**config.mk**
```make
export PLATFORM = sky130hd
export DESIGN_NAME = crc8_frame_tx
export DESIGN_NICKNAME = d
export VERILOG_FILES = /design/src/rtl/crc8_pkg.sv /design/src/rtl/crc8_bit_engine.sv /design/src/rtl/crc8_frame_tx.sv
export SDC_FILE = /design/constraint.sdc
export NUM_CORES = 1
export LEC_CHECK = 0
export BUFFER_PORTS_ARGS = -buffer_cell sky130_fd_sc_hd__buf_2
export CAP_MARGIN = 5
export CORE_ASPECT_RATIO = 0.8
export CORE_UTILIZATION = 50
export DETAILED_ROUTE_END_ITERATION = 8
export GPL_TIMING_DRIVEN = 0
export PLACE_DENSITY = 0.73
export RECOVER_POWER = 25
export SLEW_MARGIN = 15
export SYNTH_ARGS = -nofsm -noshare
export SYNTH_HDL_FRONTEND = slang
export SYNTH_SLANG_ARGS = --single-unit
```
**constraint.sdc**
```tcl
create_clock -name clk -period 2.7 [get_ports clk]
set_input_delay 0.27 -clock clk [delete_from_list [all_inputs] [get_ports clk]]
set_output_delay 0.27 -clock clk [all_outputs]
set_load 0.02 [all_outputs]
```
**src/rtl/crc8_pkg.sv**
```systemverilog
// Shared CRC-8 definitions (poly 0xAB, init 0x00, MSB-first, no reflection,
// no final XOR), used by the frame transmitter and the downstream checker.
package crc8_pkg;

  localparam logic [7:0] CRC8_POLY = 8'hAB;
  localparam logic [7:0] CRC8_INIT = 8'h00;

  typedef enum logic [1:0] {IDLE, DATA, WAIT, CRC} state_t;

  function automatic logic [7:0] crc8_step(input logic [7:0] crc, input logic bit_in);
    return {crc[6:0], 1'b0} ^ ((bit_in ^ crc[7]) ? CRC8_POLY : 8'h00);
  endfunction

endpackage

```
**src/rtl/crc8_bit_engine.sv**
```systemverilog
// Single-bit CRC-8 register: synchronous clear and clock enable in the clk domain,
// standing in for a strobe-clocked CRC register.
module crc8_bit_engine
  import crc8_pkg::*;
(
  input  logic       clk,
  input  logic       rst,
  input  logic       clr,
  input  logic       en,
  input  logic       bit_in,
  output logic [7:0] crc
);

  always_ff @(posedge clk) begin
    if (rst || clr) begin
      crc <= CRC8_INIT;
    end else if (en) begin
      crc <= crc8_step(crc, bit_in);
    end
  end

endmodule

```
**src/rtl/crc8_frame_tx.sv**
```systemverilog
// Byte-to-bit frame transmitter: serializes payload bytes MSB-first on a strobed
// bit line, tracks CRC-8 in-clock and appends the CRC byte to close each frame.
module crc8_frame_tx
  import crc8_pkg::*;
#(
  parameter int BIT_DIV = 1
) (
  input  logic       clk,
  input  logic       rst,
  input  logic [7:0] din,
  input  logic       din_valid,
  input  logic       din_last,
  output logic       din_ready,
  output logic       tx_bit,
  output logic       tx_strb,
  output logic       tx_sof,
  output logic       tx_eof,
  output logic       tx_busy,
  output logic [7:0] crc_out,
  output state_t     dbg_state
);

  localparam int CW = (BIT_DIV > 1) ? $clog2(BIT_DIV) : 1;
  localparam logic [CW-1:0] CNT_MAX = CW'(BIT_DIV - 1);

  state_t          state, state_d;
  logic [CW-1:0]   cnt, cnt_d;
  logic [2:0]      bit_idx, bit_idx_d;
  logic [7:0]      shreg, shreg_d;
  logic            last_q, last_d;
  logic            tx_bit_d, strb_d, sof_d, eof_d, busy_d;
  logic            bit_end, byte_end, xfer, load, crc_clr, crc_en;
  logic [7:0]      crc_final;

  // Handshake: a byte transfers on a rising edge where din_valid && din_ready.
  // din_ready is decoded from state/counter only, so din_valid never feeds it.
  assign bit_end   = (cnt == CNT_MAX);
  assign byte_end  = bit_end && (bit_idx == 3'd7);
  assign din_ready = !rst && ((state == IDLE) || (state == WAIT) ||
                              ((state == DATA) && byte_end && !last_q));
  assign xfer      = din_valid && din_ready;
  // With BIT_DIV=1 the last data bit's CRC step lands on the same edge we load the CRC byte.
  assign crc_final = tx_strb ? crc8_step(crc_out, tx_bit) : crc_out;
  assign crc_en    = (state == DATA) && tx_strb;
  assign dbg_state = state;

  always_comb begin
    state_d   = state;
    cnt_d     = bit_end ? '0 : cnt + CW'(1);
    bit_idx_d = bit_idx;
    shreg_d   = shreg;
    last_d    = last_q;
    strb_d    = 1'b0;
    sof_d     = 1'b0;
    eof_d     = 1'b0;
    busy_d    = tx_busy;
    crc_clr   = 1'b0;
    load      = 1'b0;
    case (state)
      IDLE: begin
        cnt_d = '0;
        if (xfer) begin
          load    = 1'b1;
          sof_d   = 1'b1;
          busy_d  = 1'b1;
          crc_clr = 1'b1;
          state_d = DATA;
        end
      end
      WAIT: begin
        cnt_d = '0;
        if (xfer) begin
          load    = 1'b1;
          state_d = DATA;
        end
      end
      DATA: begin
        if (bit_end) begin
          if (bit_idx != 3'd7) begin
            bit_idx_d = bit_idx + 3'd1;
            shreg_d   = {shreg[6:0], 1'b0};
            strb_d    = 1'b1;
          end else if (last_q) begin
            bit_idx_d = 3'd0;
            shreg_d   = crc_final;
            strb_d    = 1'b1;
            state_d   = CRC;
          end else if (xfer) begin
            load = 1'b1;
          end else begin
            state_d = WAIT;
          end
        end
      end
      CRC: begin
        if (bit_end) begin
          if (bit_idx != 3'd7) begin
            bit_idx_d = bit_idx + 3'd1;
            shreg_d   = {shreg[6:0], 1'b0};
            strb_d    = 1'b1;
            eof_d     = (bit_idx == 3'd6);
          end else begin
            busy_d  = 1'b0;
            state_d = IDLE;
          end
        end
      end
      default: state_d = IDLE;
    endcase
    if (load) begin
      shreg_d   = din;
      last_d    = din_last;
      bit_idx_d = 3'd0;
      cnt_d     = '0;
      strb_d    = 1'b1;
    end
    // A new bit period always presents the current MSB; otherwise the line holds.
    tx_bit_d = strb_d ? shreg_d[7] : tx_bit;
  end

  always_ff @(posedge clk) begin
    if (rst) begin
      state   <= IDLE;
      cnt     <= '0;
      bit_idx <= 3'd0;
      shreg   <= 8'h00;
      last_q  <= 1'b0;
      tx_bit  <= 1'b0;
      tx_strb <= 1'b0;
      tx_sof  <= 1'b0;
      tx_eof  <= 1'b0;
      tx_busy <= 1'b0;
    end else begin
      state   <= state_d;
      cnt     <= cnt_d;
      bit_idx <= bit_idx_d;
      shreg   <= shreg_d;
      last_q  <= last_d;
      tx_bit  <= tx_bit_d;
      tx_strb <= strb_d;
      tx_sof  <= sof_d;
      tx_eof  <= eof_d;
      tx_busy <= busy_d;
    end
  end

  crc8_bit_engine u_crc (
    .clk    (clk),
    .rst    (rst),
    .clr    (crc_clr),
    .en     (crc_en),
    .bit_in (tx_bit),
    .crc    (crc_out)
  );

endmodule
```
==> flow_metrics.env, run 1 <==
export IMPL_hpwl_um=2310
export IMPL_syn_nets=179
export IMPL_final_common_cell="dfxtp_1"
export IMPL_synth_area_per_cell_um2=8.94
export IMPL_nets=211
export IMPL_fillers=253
export IMPL_post_cts_setup_buffer_count=0
export IMPL_grt_pass1_vias=1152
export IMPL_ys_seq_area_share_pct=38.2
export IMPL_rsz0062_at_grt="false"
export IMPL_wl_per_cell_um=13.2
export IMPL_clockRootBuffer="clkbuf_4"
export IMPL_drc=0
export IMPL_syn_area_um2=1470
export IMPL_required_ns=2.43
export IMPL_skew_ns=0.00717
export IMPL_combPwrFrac_pct=16.5
export IMPL_setup_tns_ns=0
export IMPL_ys_seq_elements=28
export IMPL_p_int_mw=0.566
export IMPL_endpoint="din_ready"
export IMPL_p_leak_nw=0.649
export IMPL_relSlewSlack_pct=61.4
export IMPL_drt_wl_total_um=3070
export IMPL_die_y_um=50.4
export IMPL_area_delta_synth_final_pct=14.2
export IMPL_slew_viol_final=0
export IMPL_path_common_cell="ha_1"
export IMPL_rr_worst_depth=8
export IMPL_p_clk_share_pct=27.0
export IMPL_hold_violations=0
export IMPL_grt_start_max_net_pins=16
export IMPL_worst_path_max_fanout=9
export IMPL_dieWidth_um=62.5
export IMPL_ys_warn_count=0
export IMPL_n_antenna_cell=0
export IMPL_endpoint_kind="primary output"
export IMPL_tightestPinTransition_ns=0.576
export IMPL_ctsHoldBuffers=0
export IMPL_regArea_um2=561
export IMPL_final_setup_viol_count=0
export IMPL_ys_types=45
export IMPL_floorplan_die_area_um2=3150
export IMPL_power_density_nw_per_um2=472
export IMPL_cp_start_kind="register"
export IMPL_syn_inst=164
export IMPL_ant_nets=0
export IMPL_swShare_pct=28.3
export IMPL_gp_congestion=0.778
export IMPL_grt_overflow_total=0
export IMPL_viasPerCell=5.39
export IMPL_cp_num_buf_inv=2
export IMPL_htree_levels=1
export IMPL_place_inst=229
export IMPL_worst_skew_pair_late_latency_ns=0.34
export IMPL_reg2reg_from="bit_idx[0]"
export IMPL_via_count=1256
export IMPL_crit_chain="ha_1 > ha_1 > buf_4 > nor2b_4 > a21oi_4 > nor2_1 > buf_2"
export IMPL_initial_core_util_pct=53.0
export IMPL_antenna_found_initial=0
export IMPL_criticalPathCategory="reg2out"
export IMPL_drive_gt1_share_pct=21.5
export IMPL_crit_start="bit_idx[0]"
export IMPL_finalPower_mw=0.790
export IMPL_grt_pass1_wl_um=5200
export IMPL_outcome="finished, final reports clean"
export IMPL_grt_usage_pct=21.3
export IMPL_p_seq_share_pct=56.5
export IMPL_critical_path_top_delay_family="adder cells"
export IMPL_cts_path_max_buffers=2
export IMPL_rrSetupSlack_ns=0.72
export IMPL_rows=17
export IMPL_core_region_area_um2=2770
export IMPL_p_sw_mw=0.223
export IMPL_min_path_type="in2reg"
export IMPL_clkSinkCount=28
export IMPL_max_freq_ghz=0.492
export IMPL_num_io_pins=28
export IMPL_ir_worst_vdd_mv=0.319
export IMPL_cp_slowest_cell="dfxtp_1"
export IMPL_multiInputGateArea_um2=853
export IMPL_cts_tree="built"
export IMPL_timing_final_crit_share_pct=75.4
export IMPL_firstDrtPassIters=5
export IMPL_final_util_pct=60.5
export IMPL_portBuffers=27
export IMPL_fin_crit_ns=2.03
export IMPL_final_cell_mix="dfxtp_1, nand2_1, buf_2, nor2_1, a21oi_1"
export IMPL_final_cells=233
export IMPL_cp_arrival_ns=1.76
export IMPL_r2r_end="tx_bit"
export IMPL_numCtsBuffers=3
export IMPL_ctsResizeCount=0
export IMPL_crit_cells=7
export IMPL_fin_hold_ws_ns=0.160
export IMPL_slowest_delay_ns=0.35
export IMPL_clkSlewWorstSetupHoldPaths_ns=0.16
export IMPL_drv_cap=0
export IMPL_drt_initial_drc_count=90
==> registers in the layout (all words and copies together) (netlist names) <==
signal     cells
bit_idx        3
u_crc.crc      8
tx_bit         1
shreg          8
dbg_state      2
tx_eof         1
tx_busy        1
last_q         1
tx_strb        1
cnt            1
tx_sof         1
==> cell usage after synthesis, drive strengths merged <==
| library cell | count | area, um2 |
|---|---|---|
| o21ai | 1 | 5.00 |
| nand4b | 1 | 8.76 |
| o211ai | 1 | 7.51 |
| ha | 3 | 37.5 |
| a2111oi | 1 | 10.0 |
| mux2i | 3 | 33.8 |
| a22o | 2 | 35.0 |
| buf | 6 | 33.8 |
| clkbuf | 2 | 7.51 |
| o221ai | 1 | 8.76 |
| nor3b | 1 | 18.8 |
| or2 | 2 | 12.5 |
| nor3 | 6 | 35.0 |
| dfxtp | 28 | 561 |
| xnor2 | 5 | 51.3 |
| a222oi | 3 | 30.0 |
| mux2 | 6 | 67.6 |
| a21o | 3 | 22.5 |
| o21bai | 1 | 7.51 |
| a21boi | 1 | 7.51 |
| nor2 | 21 | 81.3 |
| nor2b | 2 | 20.0 |
| a311oi | 1 | 15.0 |
| a22oi | 1 | 7.51 |
| nand2b | 5 | 31.3 |
| a221oi | 3 | 38.8 |
| a211oi | 5 | 37.5 |
| xor2 | 2 | 17.5 |
| a21oi | 18 | 105 |
| conb | 1 | 3.75 |
| inv | 3 | 11.3 |
| nor4 | 1 | 6.26 |
| nand2 | 24 | 90.1 |
==> worst reg2reg max path, cell delays in order (launching register included) <==
cell      delay (ns)
dfxtp_1         0.35
ha_1            0.20
ha_1            0.17
buf_4           0.17
nor3b_4         0.43
a22o_4          0.18
a22o_4          0.10
mux2i_2         0.07
a311oi_2        0.25
==> through the flow <==
step,worst slack (ns),instance area (um2)
finish,0.665,1670
global route,0.540,1670
CTS,0.660,1690
detailed placement,0.752,1650
global placement,0.779,1650
floorplan,0.912,1470
==> worst min-delay path by stage <==
stage                       startpoint  depth (start not counted)  slack [ns]           end
after CTS                       din[6]                          3        0.16      shreg[6]
after floorplan                 din[2]                          2        0.41      shreg[2]
final                           din[2]                          3        0.16      shreg[2]
after detailed placement  u_crc.crc[1]                          2        0.48  u_crc.crc[2]
after global placement    u_crc.crc[1]                          2        0.48  u_crc.crc[2]
after global routing            din[2]                          3        0.14      shreg[2]
==> cell families (layout without fill, tap and decap cells) <==
group,count (synthesis),count (layout),synth area share [%]
AOI/OAI and AO/OA,42,42,23.0
xor gates and xnor gates,7,7,4.69
adders and majority gates,3,3,2.56
buffers and inverters,11,42,3.58
DFF,28,28,38.2
muxes,9,9,6.91
other,1,1,0.256
and+or+nand+nor,63,63,20.7
==> power groups by stage <==
stage | logic [mW] | registers (mW) | clock network, mW
after CTS | 0.132 | 0.446 | 0.212
after global routing | 0.144 | 0.449 | 0.231
after floorplan | 0.0875 | 0.461 | 0
after detailed placement | 0.131 | 0.455 | 0
after global placement | 0.128 | 0.454 | 0
final | 0.130 | 0.446 | 0.213
==> final cells by class <==
type                       count  share of cell area [%]
clock buffer                   4                    2.17
multi-input combinational    125                    51.0
sequential                    28                    33.5
inverter                       3                   0.673
buffer                         8                    2.39
timing repair buffer          27                    7.47
tap                           38                    2.84
==> per-layer routing <==
metal / GRT usage (%) / vias to the layer above / routed length (um)
met4: 5.81 / 0 / 23
met1: 28.1 / 583 / 1530
met2: 34.8 / 27 / 1380
met5: 0 / - / 0
met3: 5.00 / 4 / 134
li1: - / 642 / -
Note: power is estimated with default switching activity, not from simulation.
==> run 2, diff against run 1 <==
ABC_AREA = 1   (was default)
CORE_UTILIZATION = 49   (was 50)
PLACE_DENSITY = 0.75   (was 0.73)
clock period = 1.8 ns   (was 2.7 ns; I/O delays follow)
==> flow_metrics.env, run 2 <==
export IMPL_outcome="finished, final reports clean"
export IMPL_firstDrtPassIters=4
export IMPL_viasPerCell=5.10
export IMPL_rows=17
export IMPL_die_y_um=51.1
export IMPL_max_freq_ghz=0.596
export IMPL_syn_area_um2=1480
export IMPL_hpwl_um=2430
export IMPL_wl_per_cell_um=11.7
export IMPL_ys_types=31
export IMPL_clkSinkCount=28
export IMPL_synth_edf_count=0
export IMPL_synth_common_cells="nand2_1, dfxtp_1, a21oi_1"
export IMPL_slew_viol_final=0
export IMPL_p_sw_mw=0.369
export IMPL_fin_crit_ns=1.68
export IMPL_power_density_nw_per_um2=710
export IMPL_p_leak_nw=0.690
export IMPL_ys_seq_elements=28
export IMPL_gp_congestion=0.835
export IMPL_syn_nets=225
export IMPL_antenna_found_initial=0
export IMPL_synth_top_cell_area_share_pct=37.9
export IMPL_final_setup_viol_count=0
export IMPL_p_clk_share_pct=30.9
export IMPL_synth_top_cell_by_area="dfxtp_1"
export IMPL_swShare_pct=28.7
export IMPL_drive_gt1_share_pct=23.3
export IMPL_rsz0062_at_grt="false"
export IMPL_drc=0
export IMPL_cp_start_kind="register"
export IMPL_synth_area_leaders="dfxtp_1, nand2_1, a21oi_1"
export IMPL_async_flop_share_pct=0
export IMPL_clockRootBuffer="clkbuf_8"
export IMPL_placed_area_um2=1660
export IMPL_ctsHoldBuffers=0
export IMPL_syn_inst=210
export IMPL_n_antenna_cell=0
export IMPL_ys_warn_count=0
export IMPL_drt_wl_total_um=3310
export IMPL_design_area_um2=1810
export IMPL_cp_arrival_ns=1.86
export IMPL_synthFlopType="dfxtp_1"
export IMPL_grt_pass1_wl_um=5630
export IMPL_min_path_type="in2reg"
export IMPL_fillers=280
export IMPL_synth_most_common_cell="nand2_1"
export IMPL_clkSlewWorstSetupHoldPaths_ns=0.10
export IMPL_num_io_pins=28
export IMPL_combPwrFrac_pct=16.8
export IMPL_htree_levels=1
export IMPL_cts_tree="built"
export IMPL_worst_path_max_fanout=7
export IMPL_hold_violations=0
export IMPL_grt_overflow_total=0
export IMPL_cts_path_max_buffers=2
export IMPL_setup_tns_ns=0
export IMPL_numCtsBuffers=3
export IMPL_ir_worst_vdd_mv=0.564
export IMPL_grt_usage_pct=22.2
export IMPL_dieWidth_um=63.4
export IMPL_grt_pass1_vias=1285
export IMPL_reg_top3="shreg x8, u_crc.crc x8, bit_idx x3"
export IMPL_initial_core_util_pct=52.6
export IMPL_ant_nets=0
export IMPL_p_int_mw=0.917
export IMPL_endpoint_kind="register"
export IMPL_ys_seq_area_share_pct=37.9
export IMPL_core_region_area_um2=2810
export IMPL_skew_ns=0.00452
export IMPL_via_count=1444
export IMPL_final_common_cell="nand2_1"
export IMPL_required_ns=1.98
export IMPL_criticalPathCategory="reg2reg"
export IMPL_drt_initial_drc_count=56
export IMPL_final_cell_mix="nand2_1, dfxtp_1, buf_2, inv_1, a21oi_1"
export IMPL_worst_skew_pair_late_latency_ns=0.28
export IMPL_floorplan_die_area_um2=3240
export IMPL_grt_start_max_net_pins=16
export IMPL_portBuffers=27
export IMPL_area_delta_synth_final_pct=22.6
export IMPL_p_seq_share_pct=52.3
export IMPL_timing_final_crit_share_pct=93.2
export IMPL_synth_area_per_cell_um2=7.04
export IMPL_drv_cap=0
export IMPL_nets=261
## run 2: cell count changes after synthesis, sizes merged, moves of 10 or more
cell,change
nand2,+40
inv,+22
nand3,+18
o21ai,+13
nor2,-10
## run 2: path summary, 6_finish.rpt
check | from | endpoint | slack (ns) | depth (start not counted)
worst max-delay path | bit_idx[0] | dbg_state[0] | 0.12 | 9
worst max register to register | bit_idx[0] | dbg_state[0] | 0.12 | 9
worst min-delay path | rst | shreg[5] | 0.14 | 2
worst min register to register | tx_busy | tx_busy | 0.48 | 2
## run 2: routing by layer
layer  GRT usage (%)  part of all wire [%]
met1            29.7                    51
met2            36.0                    43
met3            4.91                   4.7
met4            5.68                  0.88
met5               0                     0
## run 2: kinds of logic (layout without fill, tap and decap cells)
family,after synthesis,count (layout),share of synthesized area (%)
compound gates,45,45,17.7
xor+xnor,3,3,1.78
fa+ha+maj,3,3,2.54
buf+inv,31,66,8.72
flops,28,28,37.9
other cells,1,1,0.254
simple gates,99,99,31.1
## run 2: area by class of cell
class / count / area (um2) / share of cell area, %
plain buffers: 4 / 23.8 / 1.31
clock buffers: 4 / 55.1 / 3.04
inverters: 26 / 103 / 5.66
multi-input cells: 151 / 860 / 47.4
flip-flops and latches: 28 / 563 / 31.1
well taps: 38 / 47.5 / 2.62
repair buffers: 32 / 160 / 8.84
## run 2: worst max-delay path, stage by stage (launching register included)
cell and delay (ns):
dfxtp_2 0.36, ha_4 0.14, ha_4 0.17, nand2_4 0.07, o21ai_4 0.17, nand3_4 0.16
o21ai_2 0.20, nand3_2 0.11, o21ai_2 0.14, inv_1 0.04
## run 2: metrics by stage
step	hold WS [ns]	instances	worst slack, ns	util (%)	power [mW]
final	0.139	283	0.123	64.5	1.29
after global routing	0.145	283	0.0293	64.5	1.34
after CTS	0.130	281	0.0187	62.9	1.28
after detailed placement	0.429	275	-0.177	59.1	0.880
after global placement	0.423	275	-0.141	59.1	0.878
after floorplan	0.252	210	0.128	-	0.822
## run 2: power by group through the flow
stage | Combinational, mW | Sequential (mW) | Clock, mW
5_1_grt | 0.242 | 0.676 | 0.426
3_5_place_dp | 0.196 | 0.684 | 0
2_1_floorplan | 0.129 | 0.693 | 0
3_3_place_gp | 0.194 | 0.684 | 0
4_1_cts | 0.207 | 0.671 | 0.398
6_report | 0.216 | 0.673 | 0.397
## run 2: what timing repair did
item	4_1_cts	5_1_grt
setup buffers	2	3
cloned	0	0
gates resized for setup	8	10
pin swaps	1	6
setup endpoints to repair	23	22
